[config.mk]
export PLATFORM = sky130hd
export DESIGN_NAME = reg_word_serializer
export DESIGN_NICKNAME = d
export VERILOG_FILES = /design/src/rtl/reg_word_serializer.sv
export SDC_FILE = /design/constraint.sdc
export NUM_CORES = 1
export LEC_CHECK = 0
export ABC_AREA = 1
export BUFFER_PORTS_ARGS = -buffer_cell sky130_fd_sc_hd__buf_2
export CAP_MARGIN = 10
export CORE_MARGIN = 5
export CORE_UTILIZATION = 30
export CTS_CLUSTER_DIAMETER = 80
export DETAILED_ROUTE_END_ITERATION = 8
export GPL_TIMING_DRIVEN = 0
export HOLD_SLACK_MARGIN = 0.03
export REMOVE_ABC_BUFFERS = 1
export SYNTH_ARGS = -nofsm -noshare
export SYNTH_HDL_FRONTEND = slang
export SYNTH_SLANG_ARGS = --single-unit
[constraint.sdc]
create_clock -name clk -period 1.8 [get_ports clk]
set_input_delay 0.09 -clock clk [delete_from_list [all_inputs] [get_ports clk]]
set_output_delay 0.09 -clock clk [all_outputs]
set_load 0.005 [all_outputs]
[src/rtl/reg_word_serializer.sv]
// Parallel-to-serial word unloader: takes one WIDTH-bit word over valid/ready and
// returns it as WIDTH/CHUNK beats of CHUNK bits, with back-to-back words and no bubble.
module reg_word_serializer #(
    parameter int WIDTH     = 64,
    parameter int CHUNK     = 8,
    parameter bit LSB_FIRST = 1'b1
) (
    input  logic             clk,
    input  logic             reset,
    input  logic             in_valid,
    output logic             in_ready,
    input  logic [WIDTH-1:0] in_data,
    output logic             out_valid,
    input  logic             out_ready,
    output logic [CHUNK-1:0] out_data,
    output logic             out_last,
    output logic             busy
);

    localparam int BEATS = WIDTH / CHUNK;
    localparam int CNT_W = (BEATS > 1) ? $clog2(BEATS) : 1;
    localparam logic [CNT_W-1:0] LAST_CNT = CNT_W'(BEATS - 1);

    typedef enum logic {
        S_IDLE,
        S_SHIFT
    } state_t;

    state_t           r_state;
    state_t           w_state_nxt;
    logic [WIDTH-1:0] r_sreg;
    logic [WIDTH-1:0] w_sreg_nxt;
    logic [CNT_W-1:0] r_cnt;
    logic [CNT_W-1:0] w_cnt_nxt;
    logic             r_live;
    logic [CHUNK-1:0] w_chunk;
    logic [WIDTH-1:0] w_shifted;
    logic             w_last;

    // Emitting end of the shift register and the register advanced by one beat.
    assign w_chunk   = LSB_FIRST ? r_sreg[CHUNK-1:0] : r_sreg[WIDTH-1 -: CHUNK];
    assign w_shifted = LSB_FIRST ? (r_sreg >> CHUNK) : (r_sreg << CHUNK);
    assign w_last    = (r_cnt == LAST_CNT);

    always_comb begin
        // NOTE: every output and next-state value gets a default first so no path leaves one unassigned (no latches).
        w_state_nxt = r_state;
        w_sreg_nxt  = r_sreg;
        w_cnt_nxt   = r_cnt;
        in_ready    = 1'b0;
        out_valid   = 1'b0;
        out_data    = '0;
        out_last    = 1'b0;
        busy        = 1'b0;

        case (r_state)
            S_IDLE: begin
                // r_live holds in_ready low while reset is asserted.
                in_ready = r_live;
                if (in_valid && r_live) begin
                    w_sreg_nxt  = in_data;
                    w_cnt_nxt   = '0;
                    w_state_nxt = S_SHIFT;
                end
            end
            S_SHIFT: begin
                out_valid = 1'b1;
                busy      = 1'b1;
                out_data  = w_chunk;
                out_last  = w_last;
                if (out_ready) begin
                    if (!w_last) begin
                        w_sreg_nxt = w_shifted;
                        w_cnt_nxt  = r_cnt + CNT_W'(1);
                    end else begin
                        // Last beat leaving: accept the next word in the same cycle.
                        in_ready  = 1'b1;
                        w_cnt_nxt = '0;
                        if (in_valid) begin
                            w_sreg_nxt = in_data;
                        end else begin
                            w_sreg_nxt  = '0;
                            w_state_nxt = S_IDLE;
                        end
                    end
                end
            end
            default: w_state_nxt = S_IDLE;
        endcase
    end

    // NOTE: sequential state uses non-blocking assignments only; all of it, sreg included, resets.
    always_ff @(posedge clk or negedge reset) begin
        if (!reset) begin
            r_state <= S_IDLE;
            r_sreg  <= '0;
            r_cnt   <= '0;
            r_live  <= 1'b0;
        end else begin
            r_state <= w_state_nxt;
            r_sreg  <= w_sreg_nxt;
            r_cnt   <= w_cnt_nxt;
            r_live  <= 1'b1;
        end
    end

endmodule

==> summary.md <==
| Metric | Value |
|---|---|
| Status | `finished clean` |
| Slowest cell on crit path | `sky130_fd_sc_hd__dfrtp_1` |
| List of cells traversed by the critical path | `ha_1 -> ha_1 -> inv_4 -> nand2_8 -> buf_4 -> nand3_1 -> nand2_1 -> nand2_1 -> nand2_1` |
| Synth-to-layout area growth | `27.9%` |
| Setup violators final | `0` |
| Post-layout power | `7.19 mW` |
| Post-layout nets | `662` |
| DP HPWL | `6000 microns` |
| Number of warning messages in the yosys log | `0` |
| Global route total overflow | `0` |
| Shortest period the worst path allows | `1670 ps` |
| Top-Level Pins | `80` |
| Placed insts | `709` |
| Cell Rows | `40` |
| Detailed-route via count | `3,563` |
| Global routing usage summed across all routing layers | `0.147` |
| Number of flip-flops and latches in the synthesized netlist | `69` |
| Ratio of total power to cell area | `approximately 1500 nW/um^2` |
| Placeable core region | `12,000 sq um` |
| CTS clock-pin slew for the worst setup and hold paths | `50 ps` |
| Data arrival time of the worst path | `1890 ps` |
| Largest net degree at the start of global routing | `70` |
| Worst Setup End Kind | `register` |
| Filler Cells Inserted | `1,274` |
| Total Die Area | `14,600 sq um` |
| Via-per-instance ratio | `4.80` |
| Combined buffer and inverter count along the critical path | `2` |
| R2R depth | `9` |
| CP startpoint kind | `register` |
| Max-Cap Viols | `0` |
| Worst-case clock buffer depth | `2` |
| Deepest level of the CTS H-tree | `3` |
| Peak clock frequency supported by timing | `597 MHz` |
| Count of unique library cells instantiated by Yosys | `16` |
| IO Port Bufs | `79` |
| Wire length per cell | `13.7 microns` |
| Peak VDD IR | `0.000497 V` |
| Antenna violations before repair | `0` |
| Wire length of the first global-routing pass | `17,100 microns` |
| Synthesized area | `3680 sq um` |
| Family with the most delay on the worst path | `adder cells` |
| Die height | `between 100 and 150 microns` |
| Post-synthesis sequential area ratio | `0.470` |
| Fin cells | `around 740` |
| Largest fanout on the critical path | `10` |
| CTS tree | `done` |
| Count of cells along the worst hold path | `5` |
| Worst-case headroom to the max-slew limit | `0.401` |
| Unrepaired setup endpoints after global routing | `no` |
| Routability Congestion | `0.734` |
| Pleak | `2.72 nW` |
| Cell mode on critical path | `sky130_fd_sc_hd__nand2_1` |
| Maximum single-stage delay on the critical path | `390 ps` |
| Required time reported for the critical path endpoint | `between 2000 and 2500 ps` |
| Critical path class | `register to register` |
| Endpoints failing hold | `0` |
| Iteration-0 DRC count of the detailed router | `319` |
| Number of max-slew violations in the final report | `0` |
| Initial DRT Pass Iterations | `4` |
| Ratio of cells with drive above 1 in the final layout | `0.195` |
| Largest clock skew in the final design | `3.55 ps` |
| Via count of the first global-routing pass | `approximately 3,600` |
| Final period util | `0.930` |
| Width of the chip | `roughly 120 microns` |
| Transition time at the pin with the least slew margin | `899 ps` |
| Synth Area per Inst | `7.09 sq um` |
| Number of clock sinks | `69` |
| Number of buffers inserted during clock tree synthesis | `9` |
| Number of instances in the synthesized netlist | `519` |
| Clock root buffer | `sky130_fd_sc_hd__clkbuf_16` |
| Clock latency reported for the late side of the worst-skew pair | `approximately 330 ps` |
| Effective utilization at floorplan | `0.306` |
| Wirelength, routed | `10,200 microns` |
| Number of routed nets with antenna violations | `0` |
| Path length in cells of the critical path | `9` |
| Class of the tightest hold or removal check | `input port to register` |
| Ant. Diodes | `0` |
| DRC violations left | `0` |
-- path summary, 6_finish.rpt --
check	startpoint	end	slack, ps
setup / recovery	r_cnt[0]	r_sreg[25]	130
hold / removal	in_data[10]	r_sreg[10]	80
setup reg to reg	r_cnt[0]	r_sreg[25]	130
hold reg to reg	r_sreg[45]	r_sreg[45]	500
max in group asynchronous	reset	r_state	700
min in group asynchronous	reset	r_cnt[2]	440
-- synth_stat cells --
cell / number / area, sq um
sky130_fd_sc_hd__buf_2: 20 / 100
sky130_fd_sc_hd__dfrtp_1: 69 / 1730
sky130_fd_sc_hd__conb_1: 1 / 3.75
sky130_fd_sc_hd__buf_1: 2 / 7.51
sky130_fd_sc_hd__nor3_1: 1 / 5.00
sky130_fd_sc_hd__inv_2: 2 / 7.51
sky130_fd_sc_hd__o21ai_1: 1 / 5.00
sky130_fd_sc_hd__buf_4: 8 / 60.1
sky130_fd_sc_hd__inv_1: 14 / 52.6
sky130_fd_sc_hd__ha_1: 3 / 37.5
sky130_fd_sc_hd__clkbuf_1: 11 / 41.3
sky130_fd_sc_hd__nand3_1: 133 / 666
sky130_fd_sc_hd__nand2_1: 251 / 942
sky130_fd_sc_hd__nand3_2: 1 / 10.0
sky130_fd_sc_hd__o31ai_1: 1 / 7.51
sky130_fd_sc_hd__o21ai_0: 1 / 5.00
-- stage by stage --
step	worst slack [ps]	instance area, sq um	hold slack, ps	TNS (ps)	utilization
6_report	126	4700	77.8	0	0.392
5_1_grt	14.9	4700	87.5	0	0.392
4_1_cts	4.57	4640	61.1	0	0.386
3_5_place_dp	-1040	4180	287	-58480	0.348
3_3_place_gp	-3450	4050	316	-220620	0.337
2_1_floorplan	-1620	3470	-206	-102000	-
-- sequential cells by signal, indices dropped and copies added (netlist names) --
| name | flops |
|---|---|
| r_sreg | 64 |
| r_cnt | 3 |
| r_live | 1 |
| r_state | 1 |
-- worst min-delay path, cell delays in order --
cell                      delay [ps]
sky130_fd_sc_hd__buf_2            80
sky130_fd_sc_hd__nand3_1          60
sky130_fd_sc_hd__nand2_1          60
sky130_fd_sc_hd__nand2_1          40
sky130_fd_sc_hd__nand2_1          50
-- power by group --
| part | switching, mW | internal, mW | leakage, nW |
|---|---|---|---|
| Combinational | 1.78 | 1.11 | 1.67 |
| Sequential | 0.384 | 2.25 | 0.915 |
| Clock | 0.622 | 1.04 | 0.139 |
| Total | 2.79 | 4.40 | 2.72 |
-- cell usage in the layout (no fill, tap or decap) --
cell type | Yosys | final
sky130_fd_sc_hd__buf_2 | 20 | 78
sky130_fd_sc_hd__ha_1 | 3 | 3
sky130_fd_sc_hd__conb_1 | 1 | 1
sky130_fd_sc_hd__clkbuf_1 | 11 | 2
sky130_fd_sc_hd__dfrtp_4 | 0 | 1
sky130_fd_sc_hd__dfrtp_1 | 69 | 68
sky130_fd_sc_hd__buf_12 | 0 | 2
sky130_fd_sc_hd__clkinv_2 | 0 | 1
sky130_fd_sc_hd__nand2_8 | 0 | 3
sky130_fd_sc_hd__o21ai_2 | 0 | 1
sky130_fd_sc_hd__nor3_1 | 1 | 1
sky130_fd_sc_hd__inv_2 | 2 | 1
sky130_fd_sc_hd__nand2_1 | 251 | 247
sky130_fd_sc_hd__nand3_4 | 0 | 1
sky130_fd_sc_hd__buf_16 | 0 | 3
sky130_fd_sc_hd__clkbuf_8 | 0 | 3
sky130_fd_sc_hd__buf_4 | 8 | 7
sky130_fd_sc_hd__nand3_1 | 133 | 133
sky130_fd_sc_hd__nand2_2 | 0 | 1
sky130_fd_sc_hd__o31ai_1 | 1 | 1
sky130_fd_sc_hd__inv_4 | 0 | 1
sky130_fd_sc_hd__nand3_2 | 1 | 1
sky130_fd_sc_hd__o21ai_0 | 1 | 1
sky130_fd_sc_hd__inv_1 | 14 | 13
sky130_fd_sc_hd__dlygate4sd3_1 | 0 | 9
sky130_fd_sc_hd__inv_16 | 0 | 1
sky130_fd_sc_hd__clkbuf_16 | 0 | 9
sky130_fd_sc_hd__nand2_4 | 0 | 2
-- timing repair --
action,4_1_cts,5_1_grt
buffers inserted,2,4
hold buffers,9,0
pin swaps,2,1
gates cloned,2,1
endpoints found under the setup margin,68,64
resized for setup,12,6
endpoints found under the hold margin,77,0
-- kinds of logic after synthesis --
logic type                 Yosys count  share of synthesized area
adders and majority gates            3                     0.0102
other                                1                    0.00102
DFF                                 69                      0.470
AOI/OAI and AO/OA                    3                    0.00476
and+or+nand+nor                    386                      0.441
buffers and inverters               57                     0.0732
-- cell type report --
| type | count | area [sq um] | area share |
|---|---|---|---|
| timing repair buffer | 99 | 656 | 0.139 |
| sequential | 69 | 1730 | 0.368 |
| multi-input combinational | 396 | 1780 | 0.378 |
| inverter | 16 | 78.8 | 0.0168 |
| tap | 147 | 184 | 0.0391 |
| clock inverter | 1 | 5.00 | 0.00106 |
| clock buffer | 14 | 274 | 0.0582 |
-- layer usage --
| layer | GRT usage | part of all wire | up-vias |
|---|---|---|---|
| li1 | - | - | 1801 |
| met1 | 0.191 | 0.46 | 1656 |
| met2 | 0.236 | 0.47 | 89 |
| met4 | 0.0559 | 0.019 | 0 |
| met5 | 0 | 0 | - |
| met3 | 0.0370 | 0.050 | 17 |
(Power assumes the default switching activity.)
